<file path="src/rtl/bias_add_21.sv">
// Layer-21 bias stage: loads KERN_S per-channel biases each frame, then adds them
// with saturation to the channel-interleaved accumulator stream.
module bias_add_21 #(
   parameter int KERN_S      = 16,
   parameter int N_PIX       = 64,
   parameter int COEFF_WIDTH = 16,
   parameter int ACC_WIDTH   = 32
) (
   input  logic                   ap_clk,
   input  logic                   ap_rst_n,
   input  logic [COEFF_WIDTH-1:0] bias_V_dout,
   input  logic                   bias_V_empty_n,
   output logic                   bias_V_read,
   input  logic [ACC_WIDTH-1:0]   acc_V_dout,
   input  logic                   acc_V_empty_n,
   output logic                   acc_V_read,
   output logic [ACC_WIDTH-1:0]   output_V_din,
   input  logic                   output_V_full_n,
   output logic                   output_V_write,
   output logic                   frame_done
);

   localparam int CH_W  = (KERN_S > 1) ? $clog2(KERN_S) : 1;
   localparam int PIX_W = (N_PIX > 1) ? $clog2(N_PIX) : 1;
   localparam int SUM_W = ACC_WIDTH + 1;

   localparam logic [ACC_WIDTH-1:0] SAT_MAX = {1'b0, {(ACC_WIDTH-1){1'b1}}};
   localparam logic [ACC_WIDTH-1:0] SAT_MIN = {1'b1, {(ACC_WIDTH-1){1'b0}}};

   typedef enum logic {
      S_LOAD,
      S_RUN
   } state_t;

   state_t                 state_q, state_d;
   logic [CH_W-1:0]        ch_q, ch_d;
   logic [PIX_W-1:0]       pix_q, pix_d;
   logic                   out_valid_q, out_valid_d;
   logic [ACC_WIDTH-1:0]   out_data_q, out_data_d;
   logic                   frame_done_q, frame_done_d;
   logic [COEFF_WIDTH-1:0] bank_q [KERN_S];

   logic                   bias_pop;
   logic                   acc_pop;
   logic                   out_wr;
   logic                   last_ch;
   logic                   last_pix;
   logic [SUM_W-1:0]       sum;
   logic [ACC_WIDTH-1:0]   sum_sat;

   // Strobes are gated by reset so nothing is popped while the block is held in reset.
   assign bias_pop = ap_rst_n && (state_q == S_LOAD) && bias_V_empty_n;
   assign acc_pop  = ap_rst_n && (state_q == S_RUN) && acc_V_empty_n
                     && (!out_valid_q || output_V_full_n);
   assign out_wr   = out_valid_q && output_V_full_n;

   assign last_ch  = (ch_q == CH_W'(KERN_S - 1));
   assign last_pix = (pix_q == PIX_W'(N_PIX - 1));

   assign sum = {acc_V_dout[ACC_WIDTH-1], acc_V_dout}
              + {{(SUM_W-COEFF_WIDTH){bank_q[ch_q][COEFF_WIDTH-1]}}, bank_q[ch_q]};

   // The two top bits of the widened sum differ exactly when the result left the ACC_WIDTH range.
   always_comb begin
      sum_sat = sum[ACC_WIDTH-1:0];
      if (sum[SUM_W-1] != sum[SUM_W-2]) begin
         sum_sat = sum[SUM_W-1] ? SAT_MIN : SAT_MAX;
      end
   end

   always_comb begin
      // NOTE: every always_comb output gets a default first so no path can infer a latch.
      state_d      = state_q;
      ch_d         = ch_q;
      pix_d        = pix_q;
      out_valid_d  = out_valid_q;
      out_data_d   = out_data_q;
      frame_done_d = 1'b0;

      if (out_wr) begin
         out_valid_d = 1'b0;
      end

      if (bias_pop) begin
         if (last_ch) begin
            ch_d    = '0;
            state_d = S_RUN;
         end else begin
            ch_d = ch_q + CH_W'(1);
         end
      end

      if (acc_pop) begin
         out_data_d  = sum_sat;
         out_valid_d = 1'b1;
         if (last_ch) begin
            ch_d = '0;
            if (last_pix) begin
               pix_d        = '0;
               state_d      = S_LOAD;
               frame_done_d = 1'b1;
            end else begin
               pix_d = pix_q + PIX_W'(1);
            end
         end else begin
            ch_d = ch_q + CH_W'(1);
         end
      end
   end

   always_ff @(posedge ap_clk or negedge ap_rst_n) begin
      if (!ap_rst_n) begin
         state_q      <= S_LOAD;
         ch_q         <= '0;
         pix_q        <= '0;
         out_valid_q  <= 1'b0;
         out_data_q   <= '0;
         frame_done_q <= 1'b0;
      end else begin
         state_q      <= state_d;
         ch_q         <= ch_d;
         pix_q        <= pix_d;
         out_valid_q  <= out_valid_d;
         out_data_q   <= out_data_d;
         frame_done_q <= frame_done_d;
      end
   end

   // NOTE: the bias bank is a small flop array, not a RAM, so it can and must clear on reset.
   always_ff @(posedge ap_clk or negedge ap_rst_n) begin
      if (!ap_rst_n) begin
         for (int i = 0; i < KERN_S; i++) begin
            bank_q[i] <= '0;
         end
      end else if (bias_pop) begin
         bank_q[ch_q] <= bias_V_dout;
      end
   end

   assign bias_V_read    = bias_pop;
   assign acc_V_read     = acc_pop;
   assign output_V_write = out_wr;
   assign output_V_din   = out_data_q;
   assign frame_done     = frame_done_q;

endmodule

</file>
<file path="config.mk">
export PLATFORM = sky130hd
export DESIGN_NAME = bias_add_21
export DESIGN_NICKNAME = d
export VERILOG_FILES = /design/src/rtl/bias_add_21.sv
export SDC_FILE = /design/constraint.sdc
export NUM_CORES = 1
export LEC_CHECK = 0
export BUFFER_PORTS_ARGS = -buffer_cell sky130_fd_sc_hd__buf_2
export CAP_MARGIN = 25
export CORE_ASPECT_RATIO = 0.9
export CORE_MARGIN = 8
export CORE_UTILIZATION = 30
export CTS_BUF_LIST = sky130_fd_sc_hd__clkbuf_8
export CTS_CLUSTER_SIZE = 28
export DETAILED_ROUTE_END_ITERATION = 6
export GPL_ROUTABILITY_DRIVEN = 0
export GPL_TIMING_DRIVEN = 0
export SYNTH_ARGS = -nofsm -noshare
export SYNTH_HDL_FRONTEND = slang
export SYNTH_SLANG_ARGS = --single-unit
</file>
<file path="constraint.sdc">
create_clock -name ap_clk -period 7.2 [get_ports ap_clk]
set_clock_uncertainty 0.15 [all_clocks]
set_input_delay 0.36 -clock ap_clk [delete_from_list [all_inputs] [get_ports ap_clk]]
set_output_delay 0.36 -clock ap_clk [all_outputs]
set_load 0.01 [all_outputs]
</file>
======== Yosys cells after proc, flatten, opt, wreduce, memory -nomap -nowiden ========
Index checks and enable logic that the tools add are counted.
cells by class
  bitwise logic cells ..................... 2
  add/subtract/negate cells ............... 3
  equal/unequal tests ..................... 3
  order comparisons ....................... 2
  multiplexer cells ....................... 22
  reduce and logical (&&, ||, !) cells .... 12
operator list
  cell                                                       number
  bitwise mux 256 bit                                        1
  binary-select mux 16 bit (select 4 bit)                    1
  demux 16 bit (select 4 bit)                                1
  two-way mux 32 bit                                         2
  two-way mux 16 bit                                         3
  adder 32 x 16 -> 33 bit                                    1
  two-way mux 4 bit                                          3
  two-way mux 1 bit                                          10
  logical AND 1 bit                                          7
  adder 6 x 1 -> 6 bit (second input constant)               1
  == test 6 bit (second input constant)                      1
  two-way mux 6 bit                                          1
  greater-or-equal comparator 5 bit (second input constant)  1
  < comparator 5 x 1 -> 1 bit (second input constant)        1
  inverter 4 -> 5 bit                                        1
  adder 4 x 1 -> 4 bit (second input constant)               1
  == test 4 bit (second input constant)                      1
  nonzero test 2 bit                                         2
  AND reduction 2 bit                                        1
  logical NOT 1 bit                                          1
  logical OR 1 bit                                           1
  != test 1 bit                                              1
  inverter 1 bit                                             1
word-level totals
  output and inout bits ................... 36
  flip-flop bits (word level) ............. 301
  bits of input ports ..................... 53
  logic and storage cells ................. 66

======== Depth between registers and ports, before layout ========
Gate-level depths: netlist of run 1.
  depth after elaboration ................. 7
  gate-level depth with buffers ........... 18
  depth with buffers taken out ............ 14

======== Least setup slack after synthesis of run 1 ========
Ideal clock, no wire load.
  path kind ............................... register -> register
  start point ............................. register ch_q[0]
  end point ............................... register out_data_q[29] (netlist: output_V_din[29])
  period minus slack after synthesis ...... 4.506 ns
  path buffers ............................ 3
  required time ........................... 6.927 ns
  slack ................................... 2.694 ns
  cell stages (with the launch flop) ...... 14
  arrival ................................. 4.233 ns
  path through ............................ dfrtp_1 -> buf_2 -> buf_1 -> mux4_2 -> mux4_2 -> ha_1 -> clkbuf_1 -> and3_1 -> or2_2 -> a31oi_4 -> xnor2_4 -> nor2_2 -> o211a_1 -> nand3b_4
between the ends
  longest elaborated chain between the ends .. 7
ends and longest elaborated chain
  what                                                        RTL line  text
  start: declaration                                          36        logic [CH_W-1:0] ch_q, ch_d;
  start signal: assignment                                    121       ch_q <= ch_d;
  inverter 4 -> 5 bit (implied by the code) *                 61        + {{(SUM_W-COEFF_WIDTH){bank_q[ch_q][COEFF_WIDTH-1]}}, bank_q[ch_q]};
  binary-select mux 16 bit (select 4 bit) *                   61
  two-way mux 16 bit (implied by the code) * (2 in a row)     61
  adder 32 x 16 -> 33 bit *                                   61
  two-way mux 32 bit / != test 1 bit (equally long branches)  67, 66
  two-way mux 32 bit *                                        66        if (sum[SUM_W-1] != sum[SUM_W-2]) begin
  end signal: assignment                                      124       out_data_q <= out_data_d;
  end: declaration                                            39        logic [ACC_WIDTH-1:0] out_data_q, out_data_d;
Every way passes the cells marked *; elsewhere a longest branch is shown, timed or not. The select of a mux whose other input is x is not followed.
A chain may end at the register's enable or synchronous reset.

======== Worst setup path in the final report of run 1 ========
  start point ............................. register ch_q[1]
  end point ............................... register out_data_q[24] (netlist: output_V_din[24])
The elaborated chain is that of the path after synthesis.

==> results_dict.tcl, run 1 <==
set metrics [dict create \
    status "complete, no violations" \
    cts_setup_buffers 0 \
    syn_area_sq_um 15300 \
    wl_met3_um 2530 \
    areaGrowthSynthToFinish_pct 17.5 \
    cts_resized 0 \
    antenna_found_initial 1 \
    grt_start_max_net_pins 123 \
    tightest_slew_ns 0.979 \
    power_density_nw_per_um2 514 \
    vias 10000 \
    dr.pass1.iters 5 \
    p_total_mw 9.21 \
    synthTopCellsByCount "dfrtp_1, mux2_2, nand2_1, mux4_2, clkbuf_1" \
    place_hpwl_um 28700 \
    postRouteAntennaNets 0 \
    worst-path-buf-inv 3 \
    synth_area_per_cell_sq_um 13.5 \
    cts_hold_buf 19 \
    fin_crit_sh 0.772 \
    rsz0062_at_grt "no" \
    start_kind "flop" \
    die_area_sq_um 58300 \
    setup_violations 0 \
    start_util 0.303 \
    cp.required_ns 7.53 \
    final.setup.tns_ns 0 \
    drv_slew 0 \
    cts_tree "built" \
    root_buffer "clkbuf_8" \
    final-hold-violation-count 0 \
    crit_chain "clkbuf_1, clkbuf_1, mux4_2, mux4_2, ha_1, nand2_1, nor2_1, a211oi_1, o311ai_1, a31oi_4, xnor2_4, nand2_4, buf_6, o21ai_1, o21ai_1" \
    wl_per_cell_um 19.4 \
    grt_pass1_vias 10700 \
    p_leak_nw 8.35 \
    timing.rr.start "ch_q[1]" \
    grt_pass1_wl_um 61800 \
    relSlewSlack 0.345 \
    synthCells 1130 \
    yosys-top-cells-area "dfrtp_1, mux2_2, mux4_2, ha_1, nand2_1" \
    drt_iter0_drc 591 \
    critPathMaxStageDelay_ns 0.73 \
    ys_warn_count 0 \
    routed_wl_um 39200 \
    drc 0 \
    clockBufferDepth 3 \
    drt-met1-wl_um 18600 \
    crit_path_end_kind "flop" \
    clk_pin_slew_ns 0.07 \
    overflow 0 \
    yosysTopAreaCell "dfrtp_1" \
    nets 1386 \
    clkLatencyLatePin_ns 0.61 \
    io-pin-count 89 \
    cp_top_family "buffers and inverters" \
    vdd_drop_max_v 0.000242 \
    numCtsBuffers 51 \
    path_max_fanout 17 \
    maxCapViolCount 0 \
    die_height_um 230 \
    async_flop_share 1.00 \
    synth_flop_cell "dfrtp_1" \
    fmax_ghz 0.180 \
    hp-class "in2reg" \
    synth_most_common_cell "dfrtp_1" \
    via_per_inst 4.98 \
    min-delay-start "acc_V_dout[0]" \
    worstPathArrival_ns 5.88 \
    antenna_cells 0 \
    cp_slowest_cell "clkbuf_1" \
    ys_ff_latch 301 \
    die_x_um 254 \
    grt_usage 0.134 \
    h-tree-depth 2 \
    met2_length_um 17300 \
    synth_enable_flop_cells 0 \
    period_needed_ns 5.56 \
    cts_sinks 301 \
    numPortBuffers 88 \
    synth_top_area_frac 0.494 \
    row_count 78 \
    crit_path_start "ch_q[1]" \
    synthDistinctLibCells 58 \
    synth.net_count 1221 \
    critPathKind "reg2reg" \
    core_sq_um 50400 \
    highest_layer "met5" \
    yosysSeqAreaShare 0.494 \
    drive_above_1_share 0.409 \
]
-- worst paths after layout --
| path | cells past startpoint | slack (ns) | to |
|---|---|---|---|
| worst max-delay path | 15 | 1.64 | output_V_din[24] |
| worst min-delay path | 4 | 0.07 | output_V_din[0] |
| worst max register to register | 15 | 1.64 | output_V_din[24] |
| worst min register to register | 2 | 0.33 | output_V_din[27] |
| max in group asynchronous | 4 | 5.23 | output_V_din[28] |
| min in group asynchronous | 2 | 0.18 | bank_q[28] |
-- where the power goes --
group / internal, mW / switching (mW) / total [mW]
sequential: 2.36 / 0.337 / 2.70
combinational: 2.25 / 2.66 / 4.91
clock: 0.899 / 0.703 / 1.60
total: 5.51 / 3.70 / 9.21
-- routing by layer --
layer,track usage,vias up
met3,0.0309,61
met2,0.206,242
met5,0,-
met4,0.0320,2
li1,-,4540
met1,0.190,5196
-- through the flow --
stage | hold slack [ns] | util | area (sq um) | worst slack, ns | instances
after floorplan | -0.0856 | - | 15300 | 2.69 | 1130
after global placement | 0.314 | 0.329 | 16500 | -2.55 | 1898
after detailed placement | 0.225 | 0.330 | 16600 | 1.59 | 1901
after CTS | 0.0283 | 0.355 | 17900 | 1.60 | 2013
after global routing | 0.0651 | 0.356 | 17900 | 1.36 | 2015
final | 0.0667 | 0.356 | 17900 | 1.64 | 2015
-- cells by family (layout without fill, tap and decap cells) --
kind of cell	count (synthesis)	count (layout)	share of synthesized area
and+or+nand+nor	189	189	0.0597
DFF	301	301	0.494
adders and majority gates	44	44	0.0361
buffers and inverters	84	289	0.0234
AOI/OAI and AO/OA	151	151	0.0645
muxes	336	336	0.307
xor gates and xnor gates	25	25	0.0156
-- sequential cells by signal, summed over array words and instances (netlist names) --
name	flops
bank_q	256
ch_q	4
frame_done	1
out_valid_q	1
output_V_din	32
pix_q	6
state_q	1
-- cell usage in the layout, fill, tap and decap left out, drive strengths merged, types with 13 or more instances in the layout --
cell         count
dfrtp          301
buf            111
a21o            13
o211ai          13
nand2           92
a21oi           33
ha              37
clkbuf         110
dlygate4sd3     19
mux2           256
xnor2           13
inv             41
mux4            80
nand3           20
o21ai           60
nor2            30
-- cell type report --
class / count / area [sq um]
clock inverter: 30 / 216
tap: 680 / 851
fill: 4944 / 32400
clock buffer: 63 / 867
sequential: 301 / 7530
timing repair buffer: 112 / 741
multi-input combinational: 745 / 7370
buffer: 65 / 285
inverter: 19 / 71.3
-- worst reg2reg max path, delay by kind of cell (launching register included) --
| kind | cells | cell delay (ns) |
|---|---|---|
| flip-flops | 1 | 0.41 |
| adder cells (fa/ha/maj) | 1 | 0.52 |
| multiplexers | 2 | 1.16 |
| AO/OA/AOI/OAI | 5 | 0.81 |
| XOR/XNOR | 1 | 0.50 |
| buffers and inverters | 3 | 1.51 |
| AND/OR/NAND/NOR | 3 | 0.40 |
(Power assumes the default switching activity.)
==> run 2: changes to the inputs <==
Clock period 7.2 ns to 5.3 ns, I/O delays scaled along.
==> results_dict.tcl, run 2 (synthesis results as in run 1) <==
set metrics [dict create \
    p_comb_frac 0.538 \
    period_needed_ns 4.92 \
    cp.required_ns 5.63 \
    overflow 0 \
    critPathKind "reg2reg" \
    die_area_sq_um 58300 \
    drt_iter0_drc 635 \
    nets 1390 \
    antenna_cells 0 \
    drv_slew 0 \
    dr.pass1.iters 4 \
    layout_common_cells "dfrtp_1, mux2_2, buf_2" \
    p_leak_nw 8.39 \
    regMostFlops "bank_q" \
    fin_crit_sh 0.928 \
    start_util 0.303 \
    drt-met1-wl_um 18600 \
    die_height_um 230 \
    maxCapViolCount 0 \
    antenna_found_initial 1 \
    row_count 78 \
    wl_per_cell_um 19.4 \
    clk_pin_slew_ns 0.07 \
    relSlewSlack 0.358 \
    status "complete, no violations" \
    areaGrowthSynthToFinish_pct 17.9 \
    clkPwrFrac 0.172 \
    core_sq_um 50400 \
    power_density_nw_per_um2 703 \
    place_hpwl_um 28700 \
    vdd_drop_max_v 0.000366 \
    pwr-share-seq 0.290 \
    clockBufferDepth 3 \
    grt_pass1_wl_um 61900 \
    tightest_slew_ns 0.962 \
    hp-class "in2async" \
    grt_pass1_vias 10800 \
    via_per_inst 4.98 \
    worstPathArrival_ns 5.24 \
    h-tree-depth 2 \
    numCtsBuffers 51 \
    postRouteAntennaNets 0 \
    cts_sinks 301 \
    stdcell_count 2019 \
    numPlacedInstances 1901 \
    root_buffer "clkbuf_8" \
    numPortBuffers 88 \
    wl_met3_um 2480 \
    setup_violations 0 \
    final_core_util 0.357 \
    grt_usage 0.134 \
    largest_reg_flops 256 \
    drc 0 \
    start_kind "flop" \
    crit_path_end_kind "flop" \
    internal-power_mw 7.59 \
    vias 10100 \
    clkLatencyLatePin_ns 0.61 \
    cts_tree "built" \
    die_x_um 254 \
    highest_layer "met5" \
    met2_length_um 17400 \
    final-hold-violation-count 0 \
    layout_commonest_cell "dfrtp_1" \
    routed_wl_um 39200 \
    drive_above_1_share 0.415 \
    switchingPower_mw 5.05 \
    swShare 0.399 \
    grt_start_max_net_pins 123 \
    path_max_fanout 10 \
    rsz0062_at_grt "no" \
    fmax_ghz 0.203 \
    io-pin-count 89 \
]
-- run 2: changes by cell type in the layout (fill, tap and decap cells not counted), sizes merged --
cell	previous run	this run
buf	111	109
clkbuf	110	115
dlygate4sd3	19	20
-- run 2: worst paths after layout --
check                            startpoint               end  slack (ns)  cells past startpoint
max reg2reg                         ch_q[0]  output_V_din[24]        0.38                     18
min                                ap_rst_n        bank_q[28]        0.09                      2
min reg2reg                output_V_din[27]  output_V_din[27]        0.33                      2
max in group asynchronous          ap_rst_n  output_V_din[28]        3.42                      4
min in group ap_clk          acc_V_dout[29]  output_V_din[30]        0.09                      4
max                                 ch_q[0]  output_V_din[24]        0.38                     18
-- run 2: per-layer routing --
layer | up-vias | track usage
met1 | 5190 | 0.189
met3 | 61 | 0.0313
met5 | - | 0
met2 | 248 | 0.206
li1 | 4557 | -
met4 | 2 | 0.0336
-- run 2: power groups by stage --
stage                     sequential (mW)  combinational [mW]  clock [mW]
after floorplan                      3.59                4.90           0
after global placement               3.65                6.52           0
after detailed placement             3.70                6.62           0
after CTS                            3.66                6.74        2.24
after global routing                 3.78                7.43        2.35
final                                3.67                6.80        2.18
-- run 2: what timing repair did --
action,CTS,global route
buffers inserted,3,1
setup endpoints to repair,32,32
resized for setup,5,13
pin swaps,1,0
endpoints found under the hold margin,171,0
hold buffers,20,0
-- run 2: critical path, cell delays in order, from the launching register on --
cell and delay [ns]:
dfrtp_1 0.41, clkbuf_4 0.30, clkbuf_4 0.34, mux4_2 0.57, mux4_2 0.55, ha_1 0.25
inv_1 0.08, fa_1 0.22, nor2b_2 0.06, o2111ai_1 0.28, a41oi_2 0.24, o2111a_1 0.33
o21ai_1 0.15, a22o_1 0.16, buf_6 0.19, nand2_4 0.12, buf_6 0.18, o21ai_1 0.13
o21ai_1 0.08
-- run 2: area by class of cell --
type,count,area [sq um]
fillers,4946,32400
flip-flops and latches,301,7530
multi-input cells,745,7370
clock buffers,63,867
well taps,680,851
repair buffers,116,778
plain buffers,65,304
clock inverters,30,216
inverters,19,71.3
-- run 2: stage by stage --
stage | power, mW | TNS (ns) | worst slack, ns | hold slack, ns | area, sq um
2_1_floorplan | 8.49 | 0 | 0.794 | -0.181 | 15300
3_3_place_gp | 10.2 | -1584.71 | -4.36 | 0.314 | 16500
3_5_place_dp | 10.3 | -6.20 | -0.308 | 0.130 | 16600
4_1_cts | 12.6 | 0 | 0.0262 | 0.0494 | 17900
5_1_grt | 13.6 | 0 | 0.0883 | 0.116 | 18000
6_report | 12.6 | 0 | 0.383 | 0.0857 | 18000
